**src/rtl/dds_multichannel_core.sv**
```systemverilog
// Time-multiplexed multichannel DDS core.
// One sample_tick runs a frame that steps every channel through
// ACC (phase += tuning) -> WAVE (shape lookup) -> SCALE (amplitude) -> SEND (handshake).
// Per-channel shadow registers are written by the config port and copied to the
// active set when a frame starts, so a frame always uses one consistent set of settings.
// Optional feature: define DDS_OFFSET_EN to add a per-channel saturating output offset
// (cfg_addr 3). Without it there is no offset storage or adder, and cfg_addr 3 writes are ignored.
// Ports:
//   clk, rst         clock; asynchronous active-low reset
//   sample_tick      starts a frame when idle; raises overrun when busy
//   cfg_we/ch/addr/data  shadow register write (0 tuning, 1 amp, 2 shape, 3 offset)
//   out_valid/ready/data/ch  sample stream, one sample per channel per frame
//   busy             high while a frame is running
//   overrun          one-cycle pulse for each dropped sample_tick
module dds_multichannel_core #(
  parameter int unsigned CHANNELS = 4,
  parameter int unsigned PHASE_W  = 24,
  parameter int unsigned OUT_W    = 12,
  parameter int unsigned AMP_W    = 12,
  localparam int unsigned CW      = (CHANNELS > 1) ? $clog2(CHANNELS) : 1
) (
  input  logic               clk,
  input  logic               rst,
  input  logic               sample_tick,
  input  logic               cfg_we,
  input  logic [CW-1:0]      cfg_ch,
  input  logic [1:0]         cfg_addr,
  input  logic [PHASE_W-1:0] cfg_data,
  output logic               out_valid,
  input  logic               out_ready,
  output logic [OUT_W-1:0]   out_data,
  output logic [CW-1:0]      out_ch,
  output logic               busy,
  output logic               overrun
);

  localparam int unsigned PROD_W = OUT_W + AMP_W;
  localparam logic [CW-1:0] LAST_CH = CW'(CHANNELS - 1);

  typedef enum logic [2:0] {IDLE, ACC, WAVE, SCALE, SEND} state_t;

  state_t          state_q, state_d;
  logic [CW-1:0]   ch_q, ch_d;
  logic            commit_c;
  logic            overrun_c;
  logic            cfg_hit_c;

  logic [PHASE_W-1:0] phase_q  [CHANNELS];
  logic [PHASE_W-1:0] sh_tune  [CHANNELS];
  logic [AMP_W-1:0]   sh_amp   [CHANNELS];
  logic [1:0]         sh_shape [CHANNELS];
  logic [PHASE_W-1:0] ac_tune  [CHANNELS];
  logic [AMP_W-1:0]   ac_amp   [CHANNELS];
  logic [1:0]         ac_shape [CHANNELS];
`ifdef DDS_OFFSET_EN
  localparam int unsigned SUM_W = OUT_W + 1;
  logic [OUT_W-1:0]   sh_off   [CHANNELS];
  logic [OUT_W-1:0]   ac_off   [CHANNELS];
  logic [SUM_W-1:0]   sum_c;
`endif

  logic [OUT_W-1:0]  wave_c, wave_q;
  logic [PROD_W-1:0] prod_c;
  logic [OUT_W-1:0]  scaled_c;
  logic [OUT_W-1:0]  result_c;

  // Next-state logic: frame sequencing and channel stepping
  always_comb begin
    state_d   = state_q;
    ch_d      = ch_q;
    commit_c  = 1'b0;
    overrun_c = sample_tick && (state_q != IDLE);
    case (state_q)
      IDLE: begin
        if (sample_tick) begin
          state_d  = ACC;
          commit_c = 1'b1;
        end
      end
      ACC:   state_d = WAVE;
      WAVE:  state_d = SCALE;
      SCALE: state_d = SEND;
      SEND: begin
        if (out_ready) begin
          if (ch_q == LAST_CH) begin
            state_d = IDLE;
            ch_d    = '0;
          end else begin
            state_d = ACC;
            ch_d    = ch_q + CW'(1);
          end
        end
      end
      default: state_d = IDLE;
    endcase
  end

  // State register; busy/out_valid are registered from the next state
  always_ff @(posedge clk or negedge rst) begin
    if (!rst) begin
      state_q   <= IDLE;
      ch_q      <= '0;
      busy      <= 1'b0;
      out_valid <= 1'b0;
      overrun   <= 1'b0;
    end else begin
      state_q   <= state_d;
      ch_q      <= ch_d;
      busy      <= (state_d != IDLE);
      out_valid <= (state_d == SEND);
      overrun   <= overrun_c;
    end
  end

  assign cfg_hit_c = cfg_we && (32'(cfg_ch) < CHANNELS);

  // Shadow registers, written by the config port at any time
  always_ff @(posedge clk or negedge rst) begin
    if (!rst) begin
      for (int i = 0; i < CHANNELS; i++) begin
        sh_tune[i]  <= '0;
        sh_amp[i]   <= '0;
        sh_shape[i] <= '0;
`ifdef DDS_OFFSET_EN
        sh_off[i]   <= '0;
`endif
      end
    end else if (cfg_hit_c) begin
      case (cfg_addr)
        2'd0: sh_tune[cfg_ch]  <= cfg_data;
        2'd1: sh_amp[cfg_ch]   <= cfg_data[AMP_W-1:0];
        2'd2: sh_shape[cfg_ch] <= cfg_data[1:0];
        2'd3: begin
`ifdef DDS_OFFSET_EN
          sh_off[cfg_ch] <= cfg_data[OUT_W-1:0];
`endif
        end
      endcase
    end
  end

  // Active registers take the pre-edge shadow values when a frame starts
  always_ff @(posedge clk or negedge rst) begin
    if (!rst) begin
      for (int i = 0; i < CHANNELS; i++) begin
        ac_tune[i]  <= '0;
        ac_amp[i]   <= '0;
        ac_shape[i] <= '0;
`ifdef DDS_OFFSET_EN
        ac_off[i]   <= '0;
`endif
      end
    end else if (commit_c) begin
      for (int i = 0; i < CHANNELS; i++) begin
        ac_tune[i]  <= sh_tune[i];
        ac_amp[i]   <= sh_amp[i];
        ac_shape[i] <= sh_shape[i];
`ifdef DDS_OFFSET_EN
        ac_off[i]   <= sh_off[i];
`endif
      end
    end
  end

  // Phase accumulators, wrapping modulo 2^PHASE_W
  always_ff @(posedge clk or negedge rst) begin
    if (!rst) begin
      for (int i = 0; i < CHANNELS; i++) phase_q[i] <= '0;
    end else if (state_q == ACC) begin
      phase_q[ch_q] <= phase_q[ch_q] + ac_tune[ch_q];
    end
  end

  // Waveform lookup from the freshly updated phase
  always_comb begin
    wave_c = '0;
    case (ac_shape[ch_q])
      2'd0: wave_c = phase_q[ch_q][PHASE_W-1 -: OUT_W];
      2'd1: wave_c = phase_q[ch_q][PHASE_W-1] ? ~phase_q[ch_q][PHASE_W-2 -: OUT_W]
                                               :  phase_q[ch_q][PHASE_W-2 -: OUT_W];
      2'd2: wave_c = phase_q[ch_q][PHASE_W-1] ? '0 : '1;
      2'd3: wave_c = OUT_W'(1) << (OUT_W - 1);
    endcase
  end

  // Amplitude scaling; wave < 2^OUT_W so the shifted product always fits OUT_W
  assign prod_c   = PROD_W'(wave_q) * PROD_W'(ac_amp[ch_q]);
  assign scaled_c = OUT_W'(prod_c >> AMP_W);

`ifdef DDS_OFFSET_EN
  // Saturating offset add
  assign sum_c    = SUM_W'(scaled_c) + SUM_W'(ac_off[ch_q]);
  assign result_c = sum_c[OUT_W] ? '1 : sum_c[OUT_W-1:0];
`else
  assign result_c = scaled_c;
`endif

  // Datapath pipeline registers; out_data/out_ch only load on the way into SEND
  always_ff @(posedge clk or negedge rst) begin
    if (!rst) begin
      wave_q   <= '0;
      out_data <= '0;
      out_ch   <= '0;
    end else begin
      if (state_q == WAVE) wave_q <= wave_c;
      if (state_q == SCALE) begin
        out_data <= result_c;
        out_ch   <= ch_q;
      end
    end
  end

endmodule

```
**config.mk**
```make
export PLATFORM = sky130hd
export DESIGN_NAME = dds_multichannel_core
export DESIGN_NICKNAME = d
export VERILOG_FILES = /design/src/rtl/dds_multichannel_core.sv
export SDC_FILE = /design/constraint.sdc
export NUM_CORES = 1
export LEC_CHECK = 0
export CAP_MARGIN = 20
export CORE_MARGIN = 3
export CORE_UTILIZATION = 57
export DETAILED_ROUTE_END_ITERATION = 16
export GPL_ROUTABILITY_DRIVEN = 1
export MAX_ROUTING_LAYER = met4
export PLACE_DENSITY_LB_ADDON = 0.3
export SLEW_MARGIN = 30
export SYNTH_ARGS = -nofsm -noshare
export SYNTH_HDL_FRONTEND = slang
export SYNTH_SLANG_ARGS = --single-unit
```
**constraint.sdc**
```tcl
create_clock -name clk -period 6.45 [get_ports clk]
set_input_delay 0.645 -clock clk [delete_from_list [all_inputs] [get_ports clk]]
set_output_delay 0.645 -clock clk [all_outputs]
set_load 0.05 [all_outputs]
```
==> flow_summary.toml <==
[logic_synthesis]
synth_edf_count = 0
synth_cells = 1939
syn_avg_cell_area_um2 = 12.1
synth_top_area_share = 0.463
synth_nets = 2157
yosys_most_used_dff = "dfrtp_1"
synthTopCellsByArea = "dfrtp_1 46%, mux2_2 15%, fa_1 8.5%, mux4_2 5.9%, ha_1 4.5%"
synth.largest_area_cell = "dfrtp_1"
ys_async_sr_fraction = 1.00
synthesis.area_um2 = 23500
ys_ff_latch = 434
yosysUniqueCellTypes = 54
yosys_warnings = 0
ys_seq_area_frac = 0.463

[sta]
slew_headroom = 0.367
tightest_slew_ps = 949
finalSetupViolCount = 0
rsz0062_at_grt = "no"
max_freq_ghz = 0.160
finClkSkew_ps = 22.8
drv_slew = 0
min_period_ps = 6250
fin_tns_setup_ps = 0
finalHoldViolations = 0
period_share = 0.970

[placed_design]
hpwl_um = 33300
port_buffers = 49
gp_congestion = 0.910
dp.cells = 2431

[clock_network]
path_clk_slew_ps = 60
clockRootBuffer = "clkbuf_16"
h-tree-depth = 2
numCtsBuffers = 46
clk_latency_ps = 590
cts_tree = "yes"
cts.sinks = 434
clockBufferDepth = 3

[critical_path]
endpoint_kind = "flop"
crit_fanout = 10
crit_type = "reg2reg"
worst_ep_required_time_ps = 6900
critPathArrivalTime_ps = 6710
worstSetupStartpointType = "flop"

[die]
coreArea_um2 = 40200
fp.dieH_um = 209
die_x_um = 209
io_pins = 50
fp-row-count = 73
fp.dieArea_um2 = 43700
start_util = 0.584

[drt]
viasPerCell = 5.83
vias = 14800
first_pass_iters = 5
drt_iter0_markers = 961
ant_nets = 0
routed_wl_um = 49400
route.detailed.drc = 0
wl_per_cell_um = 19.5

[layout]
area_growth_syn_to_layout_pct = 11.4
final_common_cell = "dfrtp_1"
fin_nets = 2187
fin_util = 0.651
diodes = 0
stdcell_count = 2530
drive_above_1_share = 0.250
layout_common_cells = "432 x dfrtp_1, 306 x mux2_2, 248 x nand2_1"

[global_route]
grtUsageTotal = 0.237
gr-total-overflow = 0
grt_antenna_before_repair = 0
grt_pass1_wl_um = 81400
grt_max_degree = 161
grt_pass1_vias = 15600

[job]
max_cap_viol_count = 0

[worst_hold_path]
hold_path.class = "reg2reg"

[status]
status = "completed"
==> logic make-up after synthesis <==
family | after synthesis | synth area share
AO/OA/AOI/OAI | 239 | 0.0601
XOR/XNOR | 41 | 0.0153
adder cells (fa/ha/maj) | 185 | 0.131
buffers and inverters | 241 | 0.0392
flip-flops | 434 | 0.463
multiplexers | 374 | 0.208
AND/OR/NAND/NOR | 425 | 0.0840
==> layout make-up <==
type                            count  area, um2
Fill cell                        2979      14000
Multi-Input combinational cell   1264      11700
Sequential cell                   434      10900
Clock buffer                       71       1360
Timing Repair Buffer               94        881
Tap cell                          525        657
Inverter                          129        484
Clock inverter                     13        174
==> final timing paths <==
check	start	endpoint	slack, ps	cells past startpoint
min in group asynchronous	rst	phase_q[65]$_DFFE_PN0P_	530	2
max	ch_q[0]$_DFFE_PN0P_	out_data[10]$_DFFE_PN0P_	200	22
min	phase_q[41]$_DFFE_PN0P_	phase_q[41]$_DFFE_PN0P_	480	2
min reg2reg	phase_q[41]$_DFFE_PN0P_	phase_q[41]$_DFFE_PN0P_	480	2
max in group asynchronous	rst	sh_amp[2]$_DFFE_PN0P_	4350	4
max reg2reg	ch_q[0]$_DFFE_PN0P_	out_data[10]$_DFFE_PN0P_	200	22
==> metrics by stage <==
stage               setup slack, ps  hold WS [ps]  cell area [um2]
global route                   15.0           500            26100
finish                          195           476            26100
global placement                199           452            24500
floorplan                      26.0           349            23500
detailed placement             84.2           462            24500
CTS                            71.3           197            26000
==> repair_timing <==
item                                   in CTS  in global routing
hold buffers                                0                  1
endpoints found under the hold margin       0                 36
resized for setup                           0                  4
setup endpoints to repair                   0                  3
setup buffers                               0                 13
==> worst max-delay path, stage by stage, from the launching register on <==
cell and delay [ps]:
dfrtp_4 490, buf_4 180, buf_4 140, mux4_2 460, buf_4 190, nand2_1 90, fa_1 440, fa_1 500
inv_1 50, fa_1 380, fa_1 520, inv_1 50, fa_1 470, inv_1 40, ha_1 180, a21o_1 200
or4_4 430, nor3_4 240, o31ai_4 120, a221o_2 430, a21o_1 220, a211oi_2 220, o21ai_1 90
==> registers in the layout, indices dropped and copies added (netlist names), 2 cells and up <==
signal    count
wave_q       12
ac_shape      8
state_q       3
ac_amp       48
phase_q      96
sh_amp       48
sh_tune      96
sh_shape      8
out_ch        2
out_data     12
ch_q          2
ac_tune      96
==> Yosys cell counts (all sizes together) (20+ instances only) <==
master and count:
mux2 306, inv 129, a21o 20, clkbuf 93, xnor2 20, nor2 38, mux4 61, fa 100
o21ai 112, and2 58, xor2 21, nand2 249, dfrtp 434, a21oi 56, ha 85
==> per-layer routing <==
| layer | global-route usage | share of wire | vias to the layer above |
|---|---|---|---|
| li1 | - | - | 6694 |
| met1 | 0.323 | 0.45 | 7615 |
| met2 | 0.373 | 0.47 | 354 |
| met3 | 0.0440 | 0.049 | 95 |
| met4 | 0.0647 | 0.026 | 0 |
| met5 | - | 0 | - |
Power is left out: the tool's default activity adds up to more than one toggle a clock period on the data nets, which glitch-free logic cannot reach.
